<file path="src/rtl/cp0_exception_commit.sv">
// CP0 exception commit: Status/Cause/EPC registers plus the exception-entry
// sequencer (IDLE -> FLUSH -> REDIR) and the single-cycle eret return path.
module cp0_exception_commit #(
  parameter logic [31:0] EXC_VECTOR = 32'h8000_0080
) (
  input  logic        clk,
  input  logic        reset,
  input  logic        pendingexception,
  input  logic [4:0]  exccode,
  input  logic [31:0] ex_pc,
  input  logic        ex_bd,
  input  logic [7:0]  hw_int,
  input  logic        eret,
  input  logic        mtc0_we,
  input  logic [4:0]  cp0_addr,
  input  logic [31:0] cp0_wdata,
  output logic [31:0] cp0_rdata,
  output logic        iec,
  output logic        flush,
  output logic        stall,
  output logic        redirect,
  output logic [31:0] redirect_pc
);

  localparam logic [1:0] IDLE  = 2'd0;
  localparam logic [1:0] FLUSH = 2'd1;
  localparam logic [1:0] REDIR = 2'd2;

  logic [1:0]  state_q, state_d;
  logic [5:0]  status_q, status_d;
  logic        cause_bd_q, cause_bd_d;
  logic [1:0]  cause_ip_q, cause_ip_d;
  logic [4:0]  cause_exc_q, cause_exc_d;
  logic [31:0] epc_q, epc_d;
  logic        eret_pend_q, eret_pend_d;
  logic [31:0] eret_pc_q, eret_pc_d;

  // hw_int[1:0] have no Cause field.
  logic unused_hw_bits;
  assign unused_hw_bits = ^hw_int[1:0];

  always_comb begin
    state_d     = state_q;
    status_d    = status_q;
    cause_bd_d  = cause_bd_q;
    cause_ip_d  = cause_ip_q;
    cause_exc_d = cause_exc_q;
    epc_d       = epc_q;
    eret_pend_d = 1'b0;
    eret_pc_d   = eret_pc_q;
    case (state_q)
      IDLE: begin
        if (pendingexception) begin
          epc_d       = ex_bd ? (ex_pc - 32'd4) : ex_pc;
          cause_bd_d  = ex_bd;
          cause_exc_d = exccode;
          status_d    = {status_q[3:0], 2'b00};
          state_d     = FLUSH;
        end else begin
          if (eret) begin
            status_d    = {status_q[5:4], status_q[5:2]};
            eret_pend_d = 1'b1;
            eret_pc_d   = epc_q;
          end
          if (mtc0_we) begin
            case (cp0_addr)
              // The eret pop owns Status when both arrive together.
              5'd12:   if (!eret) status_d = cp0_wdata[5:0];
              5'd13:   cause_ip_d = cp0_wdata[9:8];
              5'd14:   epc_d = cp0_wdata;
              default: ;
            endcase
          end
        end
      end
      FLUSH:   state_d = REDIR;
      REDIR:   state_d = IDLE;
      default: state_d = IDLE;
    endcase
  end

  always_ff @(posedge clk or posedge reset) begin
    if (reset) begin
      state_q     <= IDLE;
      status_q    <= 6'd0;
      cause_bd_q  <= 1'b0;
      cause_ip_q  <= 2'd0;
      cause_exc_q <= 5'd0;
      epc_q       <= 32'd0;
      eret_pend_q <= 1'b0;
      eret_pc_q   <= 32'd0;
    end else begin
      state_q     <= state_d;
      status_q    <= status_d;
      cause_bd_q  <= cause_bd_d;
      cause_ip_q  <= cause_ip_d;
      cause_exc_q <= cause_exc_d;
      epc_q       <= epc_d;
      eret_pend_q <= eret_pend_d;
      eret_pc_q   <= eret_pc_d;
    end
  end

  // Control outputs decode registered state only, never live inputs.
  assign iec      = status_q[0];
  assign flush    = (state_q == FLUSH) | eret_pend_q;
  assign stall    = (state_q == FLUSH) | (state_q == REDIR);
  assign redirect = (state_q == REDIR) | eret_pend_q;

  always_comb begin
    redirect_pc = 32'd0;
    if (state_q == REDIR)
      redirect_pc = EXC_VECTOR;
    else if (eret_pend_q)
      redirect_pc = eret_pc_q;
  end

  always_comb begin
    cp0_rdata = 32'd0;
    case (cp0_addr)
      5'd12:   cp0_rdata = {26'd0, status_q};
      5'd13:   cp0_rdata = {cause_bd_q, 15'd0, hw_int[7:2], cause_ip_q, 1'b0, cause_exc_q, 2'b00};
      5'd14:   cp0_rdata = epc_q;
      default: cp0_rdata = 32'd0;
    endcase
  end

endmodule

</file>
<file path="config.mk">
export PLATFORM = sky130hd
export DESIGN_NAME = cp0_exception_commit
export DESIGN_NICKNAME = d
export VERILOG_FILES = /design/src/rtl/cp0_exception_commit.sv
export SDC_FILE = /design/constraint.sdc
export NUM_CORES = 1
export LEC_CHECK = 0
export CAP_MARGIN = 10
export CELL_PAD_IN_SITES_DETAIL_PLACEMENT = 1
export CELL_PAD_IN_SITES_GLOBAL_PLACEMENT = 1
export CORE_MARGIN = 2
export CORE_UTILIZATION = 34
export DETAILED_ROUTE_END_ITERATION = 10
export PLACE_DENSITY = 0.78
export SYNTH_ARGS = -nofsm -noshare
export SYNTH_HDL_FRONTEND = slang
export SYNTH_SLANG_ARGS = --single-unit
export TNS_END_PERCENT = 100
</file>
<file path="constraint.sdc">
create_clock -name clk -period 4.03 [get_ports clk]
set_input_delay 1.209 -clock clk [delete_from_list [all_inputs] [get_ports clk]]
set_output_delay 1.209 -clock clk [all_outputs]
set_load 0.05 [all_outputs]
</file>
==> results.cfg, run 1 <==
[routing]
viasPerCell = 5.31
drt_iter0_markers = 171
wire_per_inst_um = 19.7
drc = 0
ant_nets = 0
num_vias = 4326
first_pass_iters = 4
totalWireLength_mm = 16.1

[setup_path]
crit_path_start_kind = primary input
path_max_fanout = 6
critPathCaptureType = primary output
path_class = in -> out
critPathRequiredTime_ns = 2.82
crit_arrival_ns = 2.77

[global_route]
grt_pass1_wl_mm = 25.6
grt_pass1_vias = 4690
antenna_found_initial = 0
grt.total_usage_pct = 23.1
grt_max_degree = 45
grt_overflow = 0

[sta]
min_period_ns = 3.98
hold_slack_ns = 0.486
fin_crit_sh_pct = 98.8
tns_ns = 0
finalClockSkew_ns = 0.00841
slew_violations = 0
clock.fmax_mhz = 251
hold_viol_final = 0
rsz0062_at_grt = no
finalSetupViolCount = 0
worstMarginPinSlew_ns = 0.690
slew_headroom_pct = 54.0

[clocking]
cts_resized = 0
post_cts_buffers = 0
root_buffer = clkbuf_16
cts_tree = done
clkTransAtPathRegs_ns = 0.06
cts.sinks = 81
cts_inserted_buffers = 9
cts-htree-levels = 3
clk_latency_ns = 0.35
cts-hold-fix-buffers = 0
clockBufferDepth = 2

[place]
port_buffers = 153
gp_congestion = 0.893
dp_hpwl_mm = 12.2

[logic_synthesis]
synth_warnings = 0
synthCells = 481
netlist_area_um2 = 4620
synth_area_leader_cell = dfrtp_1
synth-seq-cells = 81
synth-edff-count = 0
synth_fp_nets = 573
ys_top_cells_by_area = dfrtp_1 (44%), mux2_2 (8.5%), and2_1 (6.6%)
synth_top_cell_area_share_pct = 43.9
yosysSeqAreaShare_pct = 43.9
async_flop_share_pct = 100
ys.flop_type = dfrtp_1
synth.distinct_cells = 52
syn_area_per_cell_um2 = 9.60

[status]
status = finished, final reports clean

[cells_and_area]
final_net_count = 725
most-common-layout-cells = clkdlybuf4s50_1 (121), dfrtp_1 (81), and2_1 (49)
syn_to_final_growth_pct = 52.9
diodes = 0
utilization_pct = 53.3
fillCellCount = 1457
drive_above_1_share_pct = 19.0
layout_commonest_cell = clkdlybuf4s50_1

[floorplanning]
core_um2 = 13200
start_util_pct = 34.9
chipHeight_um = 121
rows = 42
die_area_um2 = 14500
pin_count = 156
die_x_um = 121

[pwr]
p_comb_share_pct = 40.0
netSwitchingFraction_pct = 38.3
p_int_mw = 2.33
worst_ir_drop_vdd_mv = 0.196
pwr-share-seq_pct = 39.0
power.density_nw_per_um2 = 535
cellLeakagePower_nw = 2.92
power_frac_clock_pct = 21.0
net-switching-power_mw = 1.45

[run]
maxCapViolCount = 0

[min_path]
hold_class = reg -> reg
-- sequential cells by signal, summed over array words and instances, names as in the netlist --
| register | cells |
|---|---|
| cause_ip_q | 2 |
| eret_pc_q | 32 |
| status_q | 6 |
| state_q | 2 |
| cause_bd_q | 1 |
| epc_q | 32 |
| eret_pend_q | 1 |
| cause_exc_q | 5 |
-- Yosys cell counts, drive strengths merged (2+ instances only) --
master   instances
a211oi           2
a21o             5
a21oi           19
a221oi           4
a22o            10
a22oi            7
a2bb2oi          2
a31o             3
and2            49
and3             3
and4b            2
clkbuf          32
dfrtp           81
ha               4
inv             12
mux2            35
mux2i            8
nand2           42
nand2b           3
nand3            8
nor2            20
nor2b            3
nor3             8
nor3b            8
nor4             8
o211a            2
o211ai           4
o21ai           36
o22a             2
o31ai            3
or2              8
or3              7
or4              7
xnor2           13
xor2             8
-- routing by layer --
| layer | global-route usage [%] | wire [µm] |
|---|---|---|
| met1 | 28.6 | 6800 |
| met2 | 40.3 | 8260 |
| met3 | 4.15 | 744 |
| met4 | 7.99 | 248 |
| met5 | 0 | 0 |
-- final timing paths --
kind | startpoint | end | slack (ns) | cells past startpoint
max in group asynchronous | reset | cause_exc_q[3] | 2.06 | 3
worst max-delay path | cp0_addr[2] | cp0_rdata[5] | 0.05 | 6
min in group asynchronous | reset | eret_pend_q | 1.28 | 2
worst max register to register | state_q[0] | epc_q[9] | 1.66 | 8
worst min register to register | cause_bd_q | cause_bd_q | 0.49 | 2
worst min-delay path | cause_bd_q | cause_bd_q | 0.49 | 2
-- area by class of cell --
type / count / area, µm² / share of cell area [%]
Clock inverter: 4 / 27.5 / 0.390
Sequential cell: 81 / 2030 / 28.7
Timing Repair Buffer: 174 / 2050 / 29.0
Tap cell: 176 / 220 / 3.12
Clock buffer: 12 / 256 / 3.63
Inverter: 12 / 46.3 / 0.655
Multi-Input combinational cell: 355 / 2440 / 34.5
-- worst max-delay path, stage by stage --
cell and delay (ns):
clkdlybuf4s50_1 0.44, and3b_1 0.23, nand2b_1 0.14, buf_4 0.18, o21ai_0 0.37, buf_12 0.20
-- power by group through the flow --
stage                     clock network [mW]  logic [mW]  registers, mW
after floorplan                            0       0.998           1.39
after global placement                     0        1.44           1.45
after detailed placement                   0        1.51           1.48
after CTS                              0.811        1.52           1.47
after global routing                   0.843        1.64           1.53
final                                  0.792        1.51           1.47
-- cells by family after synthesis --
kind of cell | after synthesis | share of synthesized area (%)
compound gates | 107 | 15.3
xor+xnor | 21 | 3.98
fa+ha+maj | 4 | 1.08
buf+inv | 45 | 3.68
flops | 81 | 43.9
mux | 43 | 10.3
simple gates | 180 | 21.8
-- stage by stage --
step,cells,worst slack (ns),cell area [µm²],power (mW)
floorplan,481,0.0279,4620,2.39
global route,814,0.000723,7060,4.01
global placement,798,0.116,6780,2.89
detailed placement,798,0.0374,6780,2.99
CTS,814,0.0364,7060,3.81
finish,814,0.0479,7060,3.78
No activity file was read; power rests on OpenSTA's default activity.
==> run 2, diff against run 1 <==
- CORE_MARGIN: 2 -> 5
==> results.cfg, run 2 (synthesis results as in run 1) <==
[sta]
fin_crit_sh_pct = 99.2
finalClockSkew_ns = 0.00752
slew_headroom_pct = 52.2
worstMarginPinSlew_ns = 0.716
finalSetupViolCount = 0
min_period_ns = 4.00
slew_violations = 0
setup_slack_ns = 0.0341
clock.fmax_mhz = 250
hold_slack_ns = 0.490
hold_viol_final = 0

[clocking]
cts-htree-levels = 3
clk_latency_ns = 0.34
root_buffer = clkbuf_16
cts_inserted_buffers = 9
clockBufferDepth = 2
cts_tree = done
clkTransAtPathRegs_ns = 0.06
cts.sinks = 81
post_cts_buffers = 0

[floorplanning]
die_area_um2 = 16000
die_x_um = 127
rows = 42
core_um2 = 13300
chipHeight_um = 127
pin_count = 156
start_util_pct = 34.7

[place]
port_buffers = 153
gp_congestion = 0.854
dp_hpwl_mm = 12.9
placed_area_um2 = 6810
pre_cts_slack_ns = 0.0213

[min_path]
hold_class = reg -> reg
whs_path_depth = 2

[routing]
drc = 0
totalWireLength_mm = 17.1
viasPerCell = 5.40
drt_iter0_markers = 248
ant_nets = 0
first_pass_iters = 4
wire_per_inst_um = 20.9
num_vias = 4422

[cells_and_area]
reg_top3 = epc_q (32), eret_pc_q (32), status_q (6)
design_area_um2 = 7170
fillCellCount = 1465
layout_commonest_cell = clkdlybuf4s50_1
final_net_count = 730
syn_to_final_growth_pct = 55.1
drive_above_1_share_pct = 20.1
diodes = 0
most-common-layout-cells = clkdlybuf4s50_1 (121), dfrtp_1 (81), and2_1 (49)

[status]
status = finished, final reports clean

[setup_path]
crit_arrival_ns = 2.79
path_class = in -> out
reg2reg_depth = 6
critPathRequiredTime_ns = 2.82
crit_path_start_kind = primary input
path_max_fanout = 4
crit_family = buffers and inverters
crit_top_cell = buf_4
critPathMaxStageDelay_ns = 0.46
cp_cell_sequence = clkdlybuf4s50_1 -> and3b_2 -> and3_2 -> buf_4 -> nand2_1 -> o21ai_0 -> buf_4 -> buf_12
cp_slowest_cell = clkdlybuf4s50_1
critPathCaptureType = primary output
cp_num_buf_inv = 4
cp_num_cells = 8

[global_route]
grt_overflow = 0
grt_max_degree = 44
grt_pass1_wl_mm = 27.0
grt_pass1_vias = 4864
grt.total_usage_pct = 21.4
antenna_found_initial = 0

[pwr]
power.density_nw_per_um2 = 542
worst_ir_drop_vdd_mv = 0.251
cellLeakagePower_nw = 2.98

[run]
maxCapViolCount = 0
==> run 2: timing repair <==
action                                  CTS  global route
hold buffers                              0             0
endpoints found under the setup margin    1            20
pin swaps                                 0             0
cloned                                    0             1
gates resized for setup                   1             6
==> run 2: area by class of cell <==
class | count | area, µm² | area share [%]
clock buffers | 14 | 274 | 3.82
clock inverters | 2 | 35.0 | 0.489
inverters | 12 | 46.3 | 0.646
multi-input cells | 355 | 2460 | 34.4
flip-flops and latches | 81 | 2030 | 28.3
well taps | 176 | 220 | 3.07
repair buffers | 179 | 2100 | 29.3
==> run 2: tightest hold or removal path, cell delays in order, from the launching register on <==
cell and delay (ns):
dfrtp_1 0.35, nand2_1 0.05, nand2_1 0.06
==> run 2: where the power goes <==
part | internal [mW] | total [mW] | leakage [nW] | switching, mW
Sequential | 1.20 | 1.48 | 0.989 | 0.278
Clock | 0.531 | 0.866 | 0.153 | 0.335
Combinational | 0.686 | 1.54 | 1.84 | 0.850
Total | 2.42 | 3.88 | 2.98 | 1.46
==> run 2: worst paths after layout <==
kind,from,end,slack (ns)
worst max register to register,state_q[1],epc_q[19],1.73
worst min-delay path,cause_exc_q[2],cause_exc_q[2],0.49
worst max-delay path,cp0_addr[4],cp0_rdata[4],0.03
worst min register to register,cause_exc_q[2],cause_exc_q[2],0.49
max in group asynchronous,reset,epc_q[20],2.07
min in group asynchronous,reset,cause_exc_q[0],1.29
==> run 2: routing by layer <==
metal	global-route usage (%)	up-vias	part of all wire (%)
li1	-	2020	-
met1	26.5	2228	41
met2	37.1	149	51
met3	3.70	25	5.6
met4	8.01	0	2.5
met5	0	-	0
==> run 2: metrics by stage <==
step,setup TNS (ns),power [mW],util [%],std cells
finish,0,3.88,53.9,819
global route,-0.00133,4.10,53.9,819
CTS,0,3.91,53.6,818
detailed placement,0,3.03,51.2,802
global placement,0,2.92,51.2,802
floorplan,0,2.39,-,481
==> RTL change 1 (settings of run 2) <==
Register the output `redirect_pc`, cleared by the reset; this adds one clock of latency there. The other outputs are not delayed to match.
--- a/src/rtl/cp0_exception_commit.sv
+++ b/src/rtl/cp0_exception_commit.sv
@@ -25,6 +25,8 @@
   localparam logic [1:0] IDLE  = 2'd0;
   localparam logic [1:0] FLUSH = 2'd1;
   localparam logic [1:0] REDIR = 2'd2;
+
+  logic [31:0] redirect_pc_d;
 
   logic [1:0]  state_q, state_d;
   logic [5:0]  status_q, status_d;
@@ -108,11 +110,11 @@
   assign redirect = (state_q == REDIR) | eret_pend_q;
 
   always_comb begin
-    redirect_pc = 32'd0;
+    redirect_pc_d = 32'd0;
     if (state_q == REDIR)
-      redirect_pc = EXC_VECTOR;
+      redirect_pc_d = EXC_VECTOR;
     else if (eret_pend_q)
-      redirect_pc = eret_pc_q;
+      redirect_pc_d = eret_pc_q;
   end
 
   always_comb begin
@@ -125,5 +127,13 @@
     endcase
   end
 
+  always_ff @(posedge clk or posedge reset) begin
+    if (reset) begin
+      redirect_pc <= '0;
+    end else begin
+      redirect_pc <= redirect_pc_d;
+    end
+  end
+
 endmodule
 
Behaviour: not the same (a bounded check fails within 4 cycles, from zero or initial values and one cycle with reset high).
==> RTL change 1 against run 2 <==
- power increased by 27%
- sequential share of layout area increased by 5.7 points
- area after synthesis increased by 18%
- routed wire length increased by 15%
- worst setup slack improved by 3.2 ps
- clock power increased by 73%
- cell area increased by 16%
- sequential cell count increased by 32
- via count increased by 6.7%
- sequential power increased by 29%
- critical endpoint is now cp0_rdata[20]
==> RTL change 1: results <==
[global_route]
grt_pass1_vias = 5304
grt_pass1_wl_um = 30500
grt_max_degree = 47
grt_use_total_pct = 21.5

[layout]
top_regs = epc_q: 32 flops, eret_pc_q: 32 flops, redirect_pc: 32 flops
layout-drive-gt1-share_pct = 20.0

[hold_path]
min_from = eret_pc_q[0]$_DFFE_PP0P_
min_to = redirect_pc[0]$_DFF_PP0_
whs_path_depth = 1

[synthesis]
synth_nets = 608
ys_top_cells_by_count = dfrtp_1 (113), nand2_1 (56), and2_1 (48)
yosysUniqueCellTypes = 56
ys_seq_area_share_pct = 51.8

[critical_path]
cp_slowest_stage_delay_ps = 490
cp_max_fo = 26
rr_endpoint = eret_pc_q[15]$_DFFE_PP0P_
ff2ff_setup_slack_ps = 1410
cp_data_arrival_time_ps = 2780

[cts]
cts_inserted_buffers = 17
clk_latency_ps = 420
htree_levels = 4

[route]
wl_um = 19600

[status]
status = finished, final reports clean

[sta]
clock_skew_ps = 12.8

[placed_design]
gp_congestion = 0.887
dpl.hpwl_um = 14300
pre_cts_slack_ps = 5.49

[pwr]
ir_drop_mv = 0.367
==> RTL change 1: what timing repair did <==
action | in CTS | in global routing
hold endpoints to repair | 0 | 0
hold buffers | 0 | 0
setup endpoints to repair | 11 | 7
gates resized for setup | 2 | 6
==> RTL change 1: area by class of cell <==
cell class	count	area [µm²]	share of cell area (%)
clock inverters	9	105	1.26
repair buffers	174	2060	24.7
multi-input cells	364	2520	30.3
well taps	216	270	3.24
clock buffers	22	494	5.93
inverters	12	48.8	0.586
flip-flops and latches	113	2830	33.9
==> RTL change 1: stage by stage <==
step	area [µm²]	power, mW	hold WS (ps)	std cells
global route	8330	5.19	499	910
CTS	8300	4.98	479	910
floorplan	5460	2.73	446	516
detailed placement	7690	3.40	464	879
global placement	7690	3.30	459	879
finish	8330	4.95	477	910
==> RTL change 1: cell families (layout without fill, tap and decap cells) <==
group	after synthesis	count (layout)	synth area share [%]
fa+ha+maj	4	4	0.917
mux	47	47	9.40
compound gates	100	100	11.6
xor+xnor	20	20	3.21
buf+inv	39	217	2.84
simple gates	193	193	20.2
flops	113	113	51.8
==> RTL change 1: per-layer routing <==
metal,vias up,wire length [µm],GRT usage [%]
li1,2152,-,-
met1,2377,7860,26.1
met2,147,10300,37.6
met3,41,946,4.19
met4,0,530,8.73
met5,-,0,0
==> RTL change 1: worst max-delay path by stage <==
stage | from | end | slack [ps] | cells past startpoint
5_1_grt | cp0_addr[2] | cp0_rdata[19] | 20 | 7
2_1_floorplan | cp0_addr[1] | cp0_rdata[2] | 30 | 3
3_3_place_gp | cp0_addr[2] | cp0_rdata[8] | 10 | 7
6_report | cp0_addr[2] | cp0_rdata[20] | 40 | 7
4_1_cts | cp0_addr[2] | cp0_rdata[9] | 10 | 7
3_5_place_dp | cp0_addr[2] | cp0_rdata[8] | 5 | 7
==> RTL change 1: worst register-to-register path: stages (launching register included) <==
cell and delay, ps:
dfrtp_1 400, inv_1 100, ha_1 500, nor2b_1 270
nand2_1 110, inv_1 650, mux2_2 460
==> RTL change 1: power by group through the flow <==
stage / logic [mW] / clock network (mW) / registers (mW)
2_1_floorplan: 0.793 / 0 / 1.94
3_3_place_gp: 1.44 / 0 / 1.86
3_5_place_dp: 1.50 / 0 / 1.90
4_1_cts: 1.54 / 1.52 / 1.91
5_1_grt: 1.65 / 1.58 / 1.96
6_report: 1.53 / 1.50 / 1.91
==> RTL change 2 (config.mk and constraints of run 2) <==
Without the edit above. The parameter `EXC_VECTOR` goes from 32'h8000_0080 to 32'h80000000.
--- a/src/rtl/cp0_exception_commit.sv
+++ b/src/rtl/cp0_exception_commit.sv
@@ -1,7 +1,7 @@
 // CP0 exception commit: Status/Cause/EPC registers plus the exception-entry
 // sequencer (IDLE -> FLUSH -> REDIR) and the single-cycle eret return path.
 module cp0_exception_commit #(
-  parameter logic [31:0] EXC_VECTOR = 32'h8000_0080
+  parameter logic [31:0] EXC_VECTOR = 32'h80000000
 ) (
   input  logic        clk,
   input  logic        reset,
Function: changed (Yosys sat finds a counterexample within 4 cycles, from zero or initial values and one cycle with reset high).
==> RTL change 2 against run 2 <==
- routed wire length fell by 3.3%
- critical path depth fell by 1
- core utilization rose by 1.6 points
- power fell by 1.7%
- sequential cell count did not move
- sequential share of layout area fell by 0.80 points
- worst setup slack improved by 15 ps
- area after synthesis rose by 0.19%
- worst hold slack improved by 6.6 ps
- cell area rose by 2.9%
- count of clock-buffer cells in the layout fell by 3
- critical path type unchanged
==> RTL change 2: results <==
[synthesis]
synthMuxAreaShare_pct = 12.4
yosysUniqueCellTypes = 51
synth_compound_area_share_pct = 14.6
synthTopCellsByArea = dfrtp_1 (44%), mux2_2 (10%), and2_1 (6.6%)
ys_top_cells_by_count = dfrtp_1 (81), and2_1 (49), mux2_2 (41)
avgSynthCellArea_um2 = 9.97
ys_seq_area_share_pct = 43.8
synth_xor_area_share_pct = 3.97
yosys.area_share.adder_pct = 1.08

[layout]
clkCellAreaFrac_pct = 3.92
layout-drive-gt1-share_pct = 25.6
num-nets-final = 711
inv_count = 13
n_all_buffers = 173
seq_area_share_pct = 27.5
buffer_area_share_pct = 31.6
fillerInstances = 1401

[critical_path]
cp-endpoint = cp0_rdata[6]
ff2ff_setup_slack_ps = 1530
cp_slowest_stage_delay_ps = 420
cp_data_arrival_time_ps = 2770

[sta]
finalCritPeriodShare_pct = 98.8
worst_pin_slew_ps = 998
hold_ws_ps = 497

[route]
drt_iter0_drc = 251
wl_per_cell_um = 20.7
wl_um = 16500
via_count = 4217

[hold_path]
min_from = eret_pc_q[3]$_DFFE_PP0P_
min_to = eret_pc_q[3]$_DFFE_PP0P_
whs_path_depth = 1

[global_route]
grt_max_degree = 46
grt_pass1_wl_um = 25800
grt_use_total_pct = 20.5
grt_pass1_vias = 4499

[pwr]
p_leak_nw = 3.08
switching_share_pct = 37.4
ir_drop_mv = 0.232

[status]
status = finished, final reports clean

[placed_design]
dpl.hpwl_um = 13200
pre_cts_slack_ps = 7.32

[die]
dieArea_um2 = 16000
[RTL change 2: power groups by stage]
| stage | Clock [mW] | Sequential, mW | Combinational, mW |
|---|---|---|---|
| after floorplan | 0 | 1.38 | 0.946 |
| final | 0.804 | 1.50 | 1.52 |
| after CTS | 0.812 | 1.50 | 1.53 |
| after detailed placement | 0 | 1.51 | 1.52 |
| after global routing | 0.849 | 1.54 | 1.63 |
| after global placement | 0 | 1.47 | 1.47 |
[RTL change 2: timing repair]
item / CTS / global route
buffers inserted: 0 / 1
endpoints found under the setup margin: 5 / 13
cloned: 0 / 1
resized for setup: 1 / 8
pin swaps: 0 / 2
[RTL change 2: layer usage]
metal / track usage, % / part of all wire, % / wire (µm)
met2: 34.2 / 50 / 8250
met4: 5.05 / 1.4 / 231
met1: 27.5 / 44 / 7270
met5: 0 / 0 / 0
met3: 3.83 / 4.7 / 780
